**src/rtl/choose_ctrl_pkg.sv**
```systemverilog
// Shared definitions for the pokemon choose scene: FSM encoding, grid geometry
// and the row/column to pokemon id mapping.
package choose_ctrl_pkg;

    typedef enum logic [1:0] {
        ST_IDLE  = 2'd0,
        ST_PICK1 = 2'd1,
        ST_PICK2 = 2'd2,
        ST_DONE  = 2'd3
    } state_t;

    localparam int GRID_COLS = 4;
    localparam int GRID_ROWS = 2;
    localparam int POKE_MAX  = GRID_COLS * GRID_ROWS;
    localparam int COL_W     = $clog2(GRID_COLS);

    // id = row*GRID_COLS + col + 1; with four columns {row,col} already is row*4+col.
    function automatic logic [3:0] grid_id(input logic row, input logic [COL_W-1:0] col);
        return {1'b0, row, col} + 4'd1;
    endfunction

endpackage

```
**src/rtl/blink_timer.sv**
```systemverilog
// Cursor-frame blink generator: toggles `on` every BLINK_FRAMES ticks while enabled.
// A restart shows the frame immediately and starts a fresh half-period.
module blink_timer #(
    parameter int BLINK_FRAMES = 16
) (
    input  logic clk,
    input  logic rst,
    input  logic en,
    input  logic restart,
    input  logic tick,
    output logic on
);

    logic [7:0] cnt;

    // NOTE: sequential state uses non-blocking assignments so every register
    // samples pre-edge values, independent of statement order.
    always_ff @(posedge clk or posedge rst) begin
        if (rst) begin
            cnt <= 8'd0;
            on  <= 1'b0;
        end else if (restart) begin
            cnt <= 8'd0;
            on  <= 1'b1;
        end else if (!en) begin
            cnt <= 8'd0;
            on  <= 1'b0;
        end else if (tick) begin
            if (cnt == 8'(BLINK_FRAMES - 1)) begin
                cnt <= 8'd0;
                on  <= ~on;
            end else begin
                cnt <= cnt + 8'd1;
            end
        end
    end

endmodule

```
**src/rtl/choose_ctrl.sv**
```systemverilog
// Two-player pokemon selection controller: cursor on a 4x2 grid, two distinct
// picks, handshake of the final result and a blinking cursor frame.
module choose_ctrl
    import choose_ctrl_pkg::*;
#(
    parameter int BLINK_FRAMES = 16,
    parameter int ID_W         = 8
) (
    input  logic            clk,
    input  logic            rst,
    input  logic            scene_active,
    input  logic            vsync_tick,
    input  logic            btn_left,
    input  logic            btn_right,
    input  logic            btn_up,
    input  logic            btn_down,
    input  logic            btn_confirm,
    input  logic            btn_cancel,
    input  logic            sel_ack,
    output logic [ID_W-1:0] pokemon_id,
    output logic            frame_on,
    output logic [ID_W-1:0] p1_id,
    output logic [ID_W-1:0] p2_id,
    output logic            sel_valid,
    output logic [1:0]      state_o
);

    state_t           state, state_nx;
    logic             row, row_nx;
    logic [COL_W-1:0] col, col_nx;
    logic [ID_W-1:0]  p1_nx, p2_nx;
    logic [ID_W-1:0]  cursor_id;
    logic             moved, restart, picking, blink_on;

    assign cursor_id = ID_W'(grid_id(row, col));
    assign picking   = (state == ST_PICK1) || (state == ST_PICK2);

    always_ff @(posedge clk or posedge rst) begin
        if (rst) begin
            state <= ST_IDLE;
            row   <= 1'b0;
            col   <= '0;
            p1_id <= '0;
            p2_id <= '0;
        end else begin
            state <= state_nx;
            row   <= row_nx;
            col   <= col_nx;
            p1_id <= p1_nx;
            p2_id <= p2_nx;
        end
    end

    // NOTE: every variable gets a default before the case so no path leaves
    // one unassigned, which would infer a latch.
    always_comb begin
        state_nx = state;
        row_nx   = row;
        col_nx   = col;
        p1_nx    = p1_id;
        p2_nx    = p2_id;
        moved    = 1'b0;
        if (!scene_active || (state == ST_DONE && sel_ack) || state == ST_IDLE) begin
            // Scene abort, accepted result and fresh start all clear the picks.
            state_nx = (scene_active && state == ST_IDLE) ? ST_PICK1 : ST_IDLE;
            row_nx   = 1'b0;
            col_nx   = '0;
            p1_nx    = '0;
            p2_nx    = '0;
        end else if (picking) begin
            if (btn_cancel) begin
                if (state == ST_PICK2) begin
                    p1_nx    = '0;
                    state_nx = ST_PICK1;
                end
            end else if (btn_confirm) begin
                if (state == ST_PICK1) begin
                    p1_nx    = cursor_id;
                    state_nx = ST_PICK2;
                end else if (cursor_id != p1_id) begin
                    p2_nx    = cursor_id;
                    state_nx = ST_DONE;
                end
            end else if (btn_left) begin
                col_nx = col - 1'b1;  // column count is a power of two, wrap is free
                moved  = 1'b1;
            end else if (btn_right) begin
                col_nx = col + 1'b1;
                moved  = 1'b1;
            end else if (btn_up || btn_down) begin
                row_nx = ~row;
                moved  = 1'b1;
            end
        end
    end

    assign restart = ((state_nx == ST_PICK1) || (state_nx == ST_PICK2)) &&
                     (moved || (state_nx != state));

    blink_timer #(.BLINK_FRAMES(BLINK_FRAMES)) u_blink (
        .clk     (clk),
        .rst     (rst),
        .en      (picking),
        .restart (restart),
        .tick    (vsync_tick),
        .on      (blink_on)
    );

    assign pokemon_id = cursor_id;
    assign frame_on   = (state == ST_DONE) || (picking && blink_on);
    assign sel_valid  = (state == ST_DONE);
    assign state_o    = state;

endmodule

```
**config.mk**
```make
export PLATFORM = sky130hd
export DESIGN_NAME = choose_ctrl
export DESIGN_NICKNAME = d
export VERILOG_FILES = /design/src/rtl/choose_ctrl_pkg.sv /design/src/rtl/blink_timer.sv /design/src/rtl/choose_ctrl.sv
export SDC_FILE = /design/constraint.sdc
export NUM_CORES = 1
export LEC_CHECK = 0
export BUFFER_PORTS_ARGS = -buffer_cell sky130_fd_sc_hd__buf_4
export CAP_MARGIN = 20
export CORE_MARGIN = 3
export CORE_UTILIZATION = 35
export CTS_BUF_LIST = sky130_fd_sc_hd__clkbuf_16
export DETAILED_ROUTE_END_ITERATION = 10
export PLACE_DENSITY_LB_ADDON = 0.05
export SLEW_MARGIN = 20
export SYNTH_ARGS = -nofsm -noshare
export SYNTH_HDL_FRONTEND = slang
export SYNTH_SLANG_ARGS = --single-unit
```
**constraint.sdc**
```tcl
create_clock -name clk -period 2.35 [get_ports clk]
set_input_delay 0.1175 -clock clk [delete_from_list [all_inputs] [get_ports clk]]
set_output_delay 0.1175 -clock clk [all_outputs]
set_load 0.02 [all_outputs]
```
==> results.md <==
- Top delay family on crit path: compound AO/OA/AOI/OAI gates
- Synth Cell Area: between 1500 and 2000 um^2
- Status: finished clean
- Worst vdd ir: roughly 350 uV
- Inserted Diodes: 0
- Final #Nets: roughly 220
- Routed wire length: 3.77 mm
- CP cell instances: ha_1 > xor3_1 > a2111oi_4 > a211oi_1 > a2111o_1 > buf_4 > a211oi_2
- Initial drt markers: 67
- Filler Cell Count: 440
- Vias in the first global route: 1,253
- Worst Max-Slew Pin Slew: ~0.91 ns
- Area grow syn2layout: 25.9%
- PortBufs: 26
- Root Buffer Master: clkbuf_16
- Yosys cell types: 45
- Crit path required time: ~2.5 ns
- H-tree depth: 1
- Vias per inst: 5.13
- WL per Instance: between 10 and 15 um
- Yosys reg bits: 22
- Gpl congestion: ~0.77
- Top flip-flop cell by instance count after synthesis: dfrtp_1
- Max-Cap Viols: 0
- Post-synth ARST share: 100%
- Post-detail-place hpwl: approximately 2.8 mm
- CTS Sinks: 22
- Die Span Y: between 70 and 80 um
- Crit-path slowest cell: xor3_1
- Core area: 4380 um^2
- Bufs and invs on worst path: 1
- Global-route wire length before repair: about 6.1 mm
- ANT nets after route: 0
- Rows: 24
- Seq/Total Area, Yosys: between 30% and 40%
- Initial Utilization: between 30 and 40%
- Fin crit period: approximately 2.3 ns
- Finished Layout Cells: around 250
- Critical Path Fanout Max: 4
- Critical path class: flip-flop to flip-flop
- Layout cell share with drive strength beyond 1: a little under a third
- Total power: around 1.5 mW
- CP Capture Type: flip-flop
- Worst-path clk slew: 0.06 ns
- Largest net degree at the start of global routing: 23
- Total Neg Setup Slack: 0 ns
- HP Class: primary input to asynchronous set/reset pin
- Synthesized area per cell: ~9.7 um^2
- Cts bufs inserted: 3
- Worst-skew pair later-pin latency: 0.26 ns
- Fin area: just over 2000 um^2
- First-pass DRT Iterations: 4
- Levels on crit path: 7
- Placed Cells: 248
- CTS tree: done
- Die W: ~74 um
- Pwr dens: around 720 nW/um^2
- Arr. time, crit path: between 2 and 2.5 ns
- Final Cycle Share: a little over nine tenths
- Via count: around 1,300
- Grt ovf: 0
- EDFF count, synth: 0
- Max-slew headroom: around 39%
- Worst Setup Start Kind: flip-flop
- Gr usage total: between 10% and 20%
- Yosys warns: 0
- Final Hold Fails: 0
- Crit path largest cell delay: 0.41 ns
- Commonest non-fill, non-tap cells in the layout: 39 x buf_4, 20 x dfrtp_1, 13 x nor2_1
- Top Ports: 39
- FF-to-FF Start: col[0]
- Pleak: 0.979 nW
- Cell Area, Placed: ~1900 um^2
- Clock skew: approximately 0.0021 ns
- Residual DRC: 0
- RSZ-0062 raised after global routing: no
- Initial antenna violation count: 0
- Post-Synthesis Cells: around 170
- # setup viols final: 0
- RR Endpoint: u_blink.cnt[5]
- Most common library cell in the layout ignoring fill and taps: buf_4
- Reg2reg setup slack: 0.1 ns
- Worst R2R Path Depth: 7
- Deepest clock path buffer count: 2
- Slew Limit Fails: 0
- FMAX: between 400 and 500 MHz
- Die area: about 5400 um^2
-- routing by layer --
metal	global-route usage, %	share of wire [%]	vias to the layer above
met5	0	0	-
met4	4.02	0.40	0
met3	2.46	4.3	2
met2	23.9	49	31
met1	19.3	47	633
li1	-	-	633
-- stage by stage --
| stage | hold WS [ns] | worst slack, ns | utilization [%] |
|---|---|---|---|
| after floorplan | 0.107 | -0.0108 | - |
| after global placement | 0.372 | -0.00994 | 43.0 |
| after detailed placement | 0.379 | -0.0564 | 43.0 |
| after CTS | 0.102 | 0.00672 | 45.9 |
| after global routing | 0.136 | 0.0180 | 46.1 |
| final | 0.0607 | 0.0965 | 46.1 |
-- cell type report --
class                           count  area, um^2  area share [%]
Inverter                            8        30.0            1.49
Clock inverter                      1        30.0            1.49
Sequential cell                    22         553            27.4
Tap cell                           52        65.1            3.22
Clock buffer                        3        75.1            3.72
Multi-Input combinational cell    127         955            47.2
Timing Repair Buffer               40         313            15.5
-- synthesized netlist by cell type (3+ instances only) --
master	number	area, um^2
a211oi_2	6	75.1
a21oi_1	6	30.0
a22o_1	4	35.0
and3_1	4	25.0
buf_4	12	90.1
clkbuf_1	6	22.5
dfrtp_1	22	551
ha_1	8	100
inv_1	8	30.0
mux2i_1	5	50.1
nand2_1	11	41.3
nand4_1	3	18.8
nor2_1	13	48.8
nor2b_1	4	25.0
o21ai_0	8	40.0
or3_1	3	18.8
xnor2_1	7	61.3
xor2_1	3	26.3
-- logic make-up (layout without fill, tap and decap cells) --
family / after synthesis / count (layout) / synth area share, %
and+or+nand+nor: 51 / 51 / 17.0
AOI/OAI and AO/OA: 39 / 39 / 20.5
buffers and inverters: 28 / 52 / 10.3
DFF: 22 / 22 / 34.3
xor gates and xnor gates: 11 / 11 / 6.94
adders and majority gates: 8 / 8 / 6.24
muxes: 6 / 6 / 4.52
other: 1 / 12 / 0.234
-- power by group --
group	total, mW	internal, mW	switching, mW
Sequential	0.431	0.405	0.0255
Clock	0.489	0.339	0.150
Combinational	0.540	0.240	0.300
Total	1.46	0.984	0.475
-- how the worst max path moves through the flow --
stage / from / endpoint / slack (ns)
3_5_place_dp: row / u_blink.on / -0.06
5_1_grt: col[0] / u_blink.cnt[5] / 0.02
3_3_place_gp: row / u_blink.on / -0.01
6_report: col[0] / u_blink.cnt[5] / 0.1
4_1_cts: row / u_blink.cnt[5] / 0.007
2_1_floorplan: state_o[1] / u_blink.on / -0.01
-- registers in the layout (all words and copies together) (netlist names) --
| name | flops |
|---|---|
| col | 2 |
| p2_id | 4 |
| u_blink.cnt | 8 |
| u_blink.on | 1 |
| row | 1 |
| state_o | 2 |
| p1_id | 4 |
-- repair_timing --
action | in CTS | in global routing
hold buffers | 0 | 0
buffers inserted | 1 | 0
cloned | 0 | 0
pin swaps | 0 | 3
endpoints found under the setup margin | 9 | 5
resized for setup | 0 | 1
-- worst reg2reg max path, cell delays in order, from the launching register on --
cell,delay (ns)
dfrtp_1,0.38
ha_1,0.24
xor3_1,0.41
a2111oi_4,0.25
a211oi_1,0.12
a2111o_1,0.36
buf_4,0.18
a211oi_2,0.22
No activity file was read; power rests on OpenSTA's default activity.
